$ cat config.mk
export PLATFORM = sky130hd
export DESIGN_NAME = sync_up_counter_ctrl
export DESIGN_NICKNAME = d
export VERILOG_FILES = /design/src/rtl/sync_counter_pkg.sv /design/src/rtl/up_count_core.sv /design/src/rtl/sync_up_counter_ctrl.sv
export SDC_FILE = /design/constraint.sdc
export NUM_CORES = 1
export LEC_CHECK = 0
export ABC_AREA = 1
export CAP_MARGIN = 20
export CORE_UTILIZATION = 41
export DETAILED_ROUTE_END_ITERATION = 16
export PLACE_DENSITY = 0.87
export SLEW_MARGIN = 30
export SYNTH_ARGS = -nofsm -noshare
export SYNTH_HDL_FRONTEND = slang
export SYNTH_HIERARCHICAL = 1
export SYNTH_SLANG_ARGS = --single-unit
export TNS_END_PERCENT = 20
$ cat constraint.sdc
create_clock -name clk -period 1.8 [get_ports clk]
set_input_delay 0.27 -clock clk [delete_from_list [all_inputs] [get_ports clk]]
set_output_delay 0.27 -clock clk [all_outputs]
set_load 0.05 [all_outputs]
$ cat src/rtl/sync_counter_pkg.sv
// Shared types and constants for the synchronous up-counter block.
// Holds the run-control state encoding and the default count width.
// Imported by up_count_core and sync_up_counter_ctrl.
package sync_counter_pkg;

    // Run-control states; encoding kept explicit so waveforms read the same everywhere.
    typedef enum logic [1:0] {
        IDLE = 2'd0,
        RUN  = 2'd1,
        DONE = 2'd2
    } state_t;

    localparam int DEFAULT_WIDTH = 4;

endpackage

$ cat src/rtl/up_count_core.sv
// Modulo count register with clear, saturating load and wrapping increment.
// Latency: q_o updates on the clk edge sampling a command; tc_o is a compare on the register.
// No backpressure: commands are single-cycle strobes, priority clr_i > load_i > inc_i.
//
// Ports:
//   clk, reset        clock, async active-high reset (q_o -> 0)
//   clr_i             clear count to 0
//   load_i/load_val_i load min(load_val_i, MAX_COUNT)
//   inc_i             increment, wrapping MAX_COUNT -> 0
//   q_o, tc_o         current count, terminal-count flag
module up_count_core
    import sync_counter_pkg::*;
#(
    parameter int WIDTH     = DEFAULT_WIDTH,
    parameter int MAX_COUNT = 2**WIDTH - 1
) (
    input  logic             clk,
    input  logic             reset,
    input  logic             clr_i,
    input  logic             load_i,
    input  logic [WIDTH-1:0] load_val_i,
    input  logic             inc_i,
    output logic [WIDTH-1:0] q_o,
    output logic             tc_o
);

    localparam logic [WIDTH-1:0] MAX_V = WIDTH'(MAX_COUNT);

    logic [WIDTH-1:0] q_q;
    logic [WIDTH-1:0] q_d;

    always_comb begin
        q_d = q_q;
        if (clr_i) begin
            q_d = '0;
        end else if (load_i) begin
            // Loads above the terminal value saturate so q never leaves 0..MAX_COUNT.
            q_d = (load_val_i > MAX_V) ? MAX_V : load_val_i;
        end else if (inc_i) begin
            q_d = (q_q == MAX_V) ? '0 : q_q + WIDTH'(1);
        end
    end

    always_ff @(posedge clk or posedge reset) begin
        if (reset) begin
            q_q <= '0;
        end else begin
            q_q <= q_d;
        end
    end

    assign q_o  = q_q;
    assign tc_o = (q_q == MAX_V);

endmodule

$ cat src/rtl/sync_up_counter_ctrl.sv
// Enable-gated modulo up-counter with IDLE/RUN/DONE run control, free-running or one-shot.
// Latency: an enabled increment shows on q one cycle after the sampling edge; tc/carry_out track q.
// No backpressure: carry_out is a same-cycle enable for a cascaded higher-order stage.
//
// Ports:
//   clk, reset         clock, async active-high reset
//   start, stop        run control (stop wins when both high)
//   en                 count enable in RUN
//   clr, load/load_val synchronous clear / saturating parallel load
//   oneshot            1 = halt in DONE at MAX_COUNT, 0 = wrap
//   q, tc, carry_out   count, terminal flag, cascade enable
//   busy, done         state == RUN, state == DONE (registered)
module sync_up_counter_ctrl
    import sync_counter_pkg::*;
#(
    parameter int WIDTH     = DEFAULT_WIDTH,
    parameter int MAX_COUNT = 2**WIDTH - 1
) (
    input  logic             clk,
    input  logic             reset,
    input  logic             start,
    input  logic             stop,
    input  logic             en,
    input  logic             clr,
    input  logic             load,
    input  logic [WIDTH-1:0] load_val,
    input  logic             oneshot,
    output logic [WIDTH-1:0] q,
    output logic             tc,
    output logic             carry_out,
    output logic             busy,
    output logic             done
);

    state_t state_q;
    state_t state_d;
    logic   busy_q;
    logic   done_q;
    logic   core_clr;
    logic   core_load;
    logic   core_inc;

    up_count_core #(
        .WIDTH     (WIDTH),
        .MAX_COUNT (MAX_COUNT)
    ) u_core (
        .clk        (clk),
        .reset      (reset),
        .clr_i      (core_clr),
        .load_i     (core_load),
        .load_val_i (load_val),
        .inc_i      (core_inc),
        .q_o        (q),
        .tc_o       (tc)
    );

    // Next state and core commands; order of the if-chain is the per-edge priority.
    always_comb begin
        state_d   = state_q;
        core_clr  = 1'b0;
        core_load = 1'b0;
        core_inc  = 1'b0;
        if (clr) begin
            core_clr = 1'b1;
            if (state_q == DONE) state_d = IDLE;
        end else if (load) begin
            core_load = 1'b1;
            if (state_q == DONE) state_d = IDLE;
        end else if (stop) begin
            state_d = IDLE;
        end else begin
            case (state_q)
                IDLE: if (start) state_d = RUN;
                RUN: begin
                    if (en) begin
                        // One-shot parks at MAX_COUNT instead of wrapping.
                        if (tc && oneshot) state_d = DONE;
                        else               core_inc = 1'b1;
                    end
                end
                DONE: begin
                    if (start) begin
                        state_d  = RUN;
                        core_clr = 1'b1;   // restart from 0 on the same edge
                    end
                end
                default: state_d = IDLE;
            endcase
        end
    end

    always_ff @(posedge clk or posedge reset) begin
        if (reset) begin
            state_q <= IDLE;
            busy_q  <= 1'b0;
            done_q  <= 1'b0;
        end else begin
            state_q <= state_d;
            busy_q  <= (state_d == RUN);
            done_q  <= (state_d == DONE);
        end
    end

    assign busy      = busy_q;
    assign done      = done_q;
    assign carry_out = tc & en & busy_q & ~oneshot;

endmodule

# Word-level counts from Yosys, hierarchy flattened
# Cells that the tools add are included.
# totals
in_bits,12
elab_cells,45
out_inout_bits,8
reg_bits,8
# classes
n_eq_ne,5
bitwise_logic,4
mux,26
magnitude_cmp,1
n_reduce_logical,4
addsub,1
# op_table
operator,count
$mux 4,5
$mux 2,7
$mux 1,13
$add 4x1->4 const B,1
$eq 2x1->1 const B,2
$eq 2x2->1 const B,2
$eq 4x4->1 const B,1
$gt 4x4->1 const B,1
$pmux 2 s2,1
$and 1x1->1,3
$reduce_bool 3->1,1
$logic_not 2->1,1
$reduce_or 2->1,1
$logic_and 1x1->1,1
$not 1->1,1

# Depth between registers and ports, before layout
# Gate-level depths: netlist (run 1).
# depth
word_depth,11
mapped_depth,11
depth_no_buf,11

# By module
# Netlist (run 1), hierarchy kept.
# by_module_without_submodules
module,area_per_inst_um2,instances,seq_area_each_um2,cells_per_inst
up_count_core,272.8,1,100.1,40
sync_up_counter_ctrl,261.5,1,100.1,40

# Worst setup path before layout (run 1)
# No wires, ideal clock.
# synth_path
path_kind,reg-to-output
start,register u_core.q_q[0] (netlist: u_core/q_o[0])
end,output port carry_out
required_ps,1530
t_arrival_ps,2227
path_stages_with_launch,6
path_slack_ps,-697
path_buffers,0
cell_sequence,dfrtp_1 > ha_1 > nand3_1 > inv_1 > nand3_1 > nor2_1
# synth_between
elab_chain_cells,4
# synth_lines
element,line_no,rtl
"start, declared",up_count_core.sv:29,logic [WIDTH-1:0] q_q;
"start signal, assigned",up_count_core.sv:48,q_q <= q_d;
$eq 4x4->1,up_count_core.sv:53,assign tc_o = (q_q == MAX_V);
net tc,sync_up_counter_ctrl.sv:29,"output logic tc,"
$and 1x1->1 (3 in series),sync_up_counter_ctrl.sv:106,assign carry_out = tc & en & busy_q & ~oneshot;
"end, declared",sync_up_counter_ctrl.sv:30,"output logic carry_out,"
# The timed path passes the listed nets, and every way through them passes these cells.

# Worst setup path after layout (run 1)
# layout_path
start,register u_core.q_q[0] (netlist: u_core/q_o[0])
end,output port carry_out
# layout_between
elab_chain_cells,4
# layout_lines
element,line_no
$eq 4x4->1,up_count_core.sv:53
$and 1x1->1 (3 in series),sync_up_counter_ctrl.sv:106
# Every way passes these cells.

==> results of run 1 <==
==> what timing repair did <==
action	CTS	global route
buffers inserted	0	2
hold buffers	0	0
gates resized for setup	0	2
setup endpoints to repair	0	1
==> path summary, 6_finish.rpt <==
path	slack [ps]	endpoint	from
setup / recovery	80	carry_out	u_core/q_o[0]$_DFFE_PP0P_
hold / removal	230	u_core/q_o[0]$_DFFE_PP0P_	reset
setup reg to reg	220	u_core/q_o[2]$_DFFE_PP0P_	u_core/q_o[0]$_DFFE_PP0P_
hold reg to reg	590	u_core/q_o[3]$_DFFE_PP0P_	u_core/q_o[3]$_DFFE_PP0P_
max in group asynchronous	1410	u_core/q_o[3]$_DFFE_PP0P_	reset
min in group clk	590	u_core/q_o[3]$_DFFE_PP0P_	u_core/q_o[3]$_DFFE_PP0P_
==> critical path, cell delays in order, from the launching register on <==
cell        delay (ps)
dfrtp_2            430
ha_4               170
nand3_4             80
clkinvlp_4         130
nand3_2            100
nor2_4             140
buf_12             140
==> synthesized netlist by cell type, types with 2 or more instances <==
cell and instances:
o21ai_1 3, nor2_2 2, inv_2 4, inv_1 14, nor2_1 12, o21ai_0 2, nand3_1 8, dfrtp_1 8
nand2_1 17
==> registers in the layout, indices dropped and copies added, names as in the netlist <==
name	count
busy	1
done	1
state_q	2
u_core/q_o	4
==> cell type report <==
| cell class | count | share of cell area |
|---|---|---|
| Timing Repair Buffer | 22 | 0.262 |
| Multi-Input combinational cell | 54 | 0.361 |
| Sequential cell | 8 | 0.242 |
| Inverter | 18 | 0.0839 |
| Tap cell | 14 | 0.0206 |
| Clock buffer | 4 | 0.0309 |
==> cells by family (layout without fill, tap and decap cells) <==
logic type,after synthesis,count (layout),synth area share
simple gates,43,43,0.356
buf+inv,18,44,0.126
compound gates,9,9,0.103
fa+ha+maj,1,1,0.0234
xor+xnor,1,1,0.0164
flops,8,8,0.375
==> through the flow <==
step	instances	setup WS [ps]	power (W)	hold slack, ps
finish	120	75.1	0.000501	231
global route	120	20.0	0.000533	263
CTS	118	26.0	0.000505	231
detailed placement	114	127	0.000359	490
global placement	114	159	0.000352	487
floorplan	80	-2.93	0.000296	36.1
==> power breakdown <==
part	switching (W)	total [W]	internal [W]	leakage (nW)
Sequential	0.0000190	0.000213	0.000194	0.102
Clock	0.0000566	0.000141	0.0000845	0.0150
Combinational	0.0000846	0.000147	0.0000623	0.301
Total	0.000160	0.000501	0.000341	0.418
==> per-layer routing <==
metal,up-vias,part of all wire
met5,-,0
met2,15,0.53
met4,0,0.0081
met1,272,0.42
met3,2,0.046
li1,296,-
==> out/metrics.csv, run 1 <==
metric;value;unit
CP Max Fanout;5;
vias in the first global route;559;
met3 Use GR;0.0465;
Fmax;580;MHz
Final Hold Viols;0;
Worst Tran Pin Value;488;ps
largest net degree at the start of global routing;7;
placed cell areas;796;µm²
VDD IR max;0.398;mV
sequential area share after synthesis;0.375;
distinct cell type count after synthesis;19;
DRT iter0 DRCs;11;
PD cells;590;nW/µm²
nets;120;
die area;1450;µm²
Ant. Diodes;0;
Slew headroom;0.674;
GRT Total Usage;0.240;
most frequent cells in the layout;nand2_1, inv_1, clkdlybuf4s50_1;
GR Overflow Total;0;
top cells by area, synth;dfrtp_1, nand2_1, inv_1;
Synthesized Nets;93;
detailed placement HPWL;1120;µm
port bufs;19;
Final setup violation count;0;
CTS Buf Count;3;
clk slew on worst S/H paths;50;ps
Seq. cell area;205;µm²
Netlist Area Pre-Place;534;µm²
arrival time worst endpoint;1450;ps
DR WL/cell;11.3;µm
Routed Antenna Nets;0;
met1 GRT Util;0.260;
initial antenna violation count;0;
final setup TNS;0;ps
routed wire length;1360;µm
leakage power;0.418;nW
final instance area;850;µm²
final core occ;0.735;
vias post-DR;585;
TritonRoute pass-1 iters;4;
Avg Cell Area, Syn;6.68;µm²
Synth async-reset ratio;1.00;
root buf cell;clkbuf_4;
Die Y;38.1;µm
Ys Warns;6;
row cnt;12;
multi-input combinational cell area;307;µm²
Crit path required time;1530;ps
status;finished clean;
Final min period;1720;ps
largest area contributor in the netlist;dfrtp_1;
Hold Crit Class;in2async;
vias per cell;4.88;
first-pass GRT wire length;2240;µm
Most used DFF post-synth;dfrtp_1;
Core ar.;1160;µm²
CP Launch Type;flip-flop;
final slew viol count;0;
drt drc;0;
busiest grt layer;met2;
post-synth top area share;0.375;
starting density of the core;0.462;
Clock Tree Buf Depth;2;
# Max-Cap Violations;0;
Clock Latency Late Sink;250;ps
Area Growth Syn to Fin;59.0;%
RSZ-0062 raised after global routing;false;
Final period util;0.958;
Setup CP Type;reg2out;
GRT met2 Usage;0.411;
H-tree depth;1;
synthesis-stage register bit count;8;
layout cells sized above 1;0.292;
commonest non-fill, non-tap cell in the layout;nand2_1;
TritonCTS Sinks;8;
IO Pins;20;
Mapped Cells;80;
Worst R2R Path Depth;10;
die width;38.1;µm
Clock Skews;4.53;ps
routability cong.;0.859;
EDFF count, synth;0;
Filler cells;93;
Worst setup EP type;primary output;
TritonCTS clock tree;yes;
No activity file was read; power rests on OpenSTA's default activity.
==> inputs of run 2 (changes only) <==
--- a/config.mk
+++ b/config.mk
@@ -8,7 +8,7 @@
 export ABC_AREA = 1
 export CAP_MARGIN = 20
-export CORE_UTILIZATION = 41
+export CORE_UTILIZATION = 37
 export DETAILED_ROUTE_END_ITERATION = 16
-export PLACE_DENSITY = 0.87
+export PLACE_DENSITY = 0.84
 export SLEW_MARGIN = 30
 export SYNTH_ARGS = -nofsm -noshare
==> constraint.sdc (replaced) <==
create_clock -name clk -period 1.5 [get_ports clk]
set_input_delay 0.15 -clock clk [delete_from_list [all_inputs] [get_ports clk]]
set_output_delay 0.15 -clock clk [all_outputs]
set_load 0.05 [all_outputs]
==> run 2 against run 1 <==
  * The run now ends with negative setup slack left
  * Critical path depth increased by 5
  * First-iteration DRC count rose by 27%
  * Clock skew rose by 11 ps
  * Global-route usage shrank 3.3 points
  * Wire length up 0.81%
  * Core utilization shrank 4.9 points
  * Worst hold slack got worse by 130 ps
  * Count of clock-buffer cells in the layout is the same
  * Sequential share of layout area shrank 1.7 points
==> out/metrics.csv, run 2 (same netlist as run 1, synthesis figures left out) <==
metric;value;unit
# Max-Cap Violations;0;
Clock Latency Late Sink;250;ps
status;finished, violations left;
arrival time worst endpoint;1650;ps
DRT iter0 DRCs;14;
Worst setup EP type;flip-flop;
TritonCTS clock tree;yes;
CTS Buf Count;3;
port bufs;19;
Filler cells;101;
commonest non-fill, non-tap cell in the layout;nand2_1;
routed wire length;1370;µm
Area Growth Syn to Fin;69.1;%
vias per cell;4.73;
Setup CP Type;reg2reg;
TritonRoute pass-1 iters;4;
final slew viol count;0;
PD cells;682;nW/µm²
final worst slack;-7.80;ps
worst flop-to-flop path endpoint;u_core/q_o[2]$_DFFE_PP0P_;
CP Launch Type;flip-flop;
Clock Tree Buf Depth;2;
row cnt;13;
Core ar.;1320;µm²
starting density of the core;0.406;
Largest register FFs;4;
worst slack, placed;-31.5;ps
first-pass GRT wire length;2170;µm
Worst Tran Pin Value;217;ps
crit path from;u_core/q_o[1]$_DFFE_PP0P_;
Slew headroom;0.855;
Final min period;1510;ps
Routed Antenna Nets;0;
Final Hold Viols;0;
die width;40;µm
TritonCTS Sinks;8;
largest net degree at the start of global routing;7;
Final period util;1.01;
Fmax;663;MHz
failing checks;negative setup slack;
clk slew on worst S/H paths;60;ps
Final setup violation count;1;
initial antenna violation count;0;
most frequent cells in the layout;nand2_1, inv_1, clkdlybuf4s50_1, buf_4, nor2_1;
routability cong.;0.821;
Crit path required time;1640;ps
final instance area;903;µm²
Clock Skews;15.8;ps
Min Hold Slack;102;ps
detailed placement HPWL;1100;µm
GR Overflow Total;0;
H-tree depth;1;
Ant. Diodes;0;
drt drc;0;
VDD IR max;0.538;mV
vias in the first global route;523;
Hold Crit Class;in2async;
die area;1600;µm²
RSZ-0062 raised after global routing;true;
Die Y;40;µm
IO Pins;20;
GRT Total Usage;0.207;
DR WL/cell;11.0;µm
CP Max Fanout;4;
CTS Hold Bufs;0;
layout cells sized above 1;0.327;
Worst R2R Path Depth;11;
R2R setup slack;-8;ps
root buf cell;clkbuf_4;
vias post-DR;591;
Critical R2R Launch;u_core/q_o[1]$_DFFE_PP0P_;
placed cell areas;860;µm²
leakage power;0.455;nW
nets;124;
-- run 2: layout make-up --
class	instances	area, µm²	area share
multi-input cells	54	312	0.345
repair buffers	26	273	0.302
flip-flops and latches	8	203	0.224
inverters	18	71.3	0.0789
clock buffers	4	26.3	0.0291
well taps	15	18.8	0.0208
-- run 2: worst max-delay path by stage --
stage	end	slack, ps	cells past startpoint
final	u_core/q_o[2]$_DFFE_PP0P_	-8	11
after global routing	u_core/q_o[2]$_DFFE_PP0P_	-110	11
after CTS	tc	2	5
after detailed placement	u_core/q_o[2]$_DFFE_PP0P_	-30	10
after global placement	u_core/q_o[2]$_DFFE_PP0P_	10	8
after floorplan	u_core/q_o[1]$_DFFE_PP0P_	-280	11
-- run 2: power breakdown --
group	switching [W]	internal (W)	total, W	leakage, nW
logic	0.000109	0.0000820	0.000191	0.334
clock network	0.0000735	0.000102	0.000175	0.0150
registers	0.0000178	0.000232	0.000250	0.105
total	0.000200	0.000416	0.000616	0.455
-- run 2: worst max-delay path: stages (launching register included) --
cell        delay, ps
dfrtp_2           420
ha_4              180
nand3_4            90
clkinvlp_4        100
nand2_1            70
nand2_1            70
nor2_2            130
inv_1              70
nand3_2            60
inv_2              50
nand2_1            60
o21ai_1            70
-- run 2: metal layers --
layer  wire, µm  vias up  GRT usage
met4          8        0      0.103
li1           -      304          -
met1        610      275      0.280
met5          0        -          0
met3         34        2     0.0167
met2        717       10      0.331
-- run 2: repair_timing --
item | 4_1_cts | 5_1_grt
endpoints found under the setup margin | 2 | 7
pin swaps | 0 | 2
gates cloned | 0 | 0
resized for setup | 1 | 3
buffers inserted | 1 | 0
-- run 2: through the flow --
stage | utilization | power (W) | setup TNS, ps | std cells
global placement | 0.652 | 0.000435 | 0 | 120
CTS | 0.682 | 0.000627 | 0 | 125
finish | 0.686 | 0.000616 | -7.80 | 125
floorplan | - | 0.000356 | -1790 | 80
global route | 0.686 | 0.000658 | -470 | 125
detailed placement | 0.652 | 0.000442 | -31.9 | 120
==> inputs of run 3 (changes only) <==
CTS_CLUSTER_DIAMETER = 50   (was default)
==> results of run 3 <==
No change in the layout: final DEF, timing and power equal those of run 2.
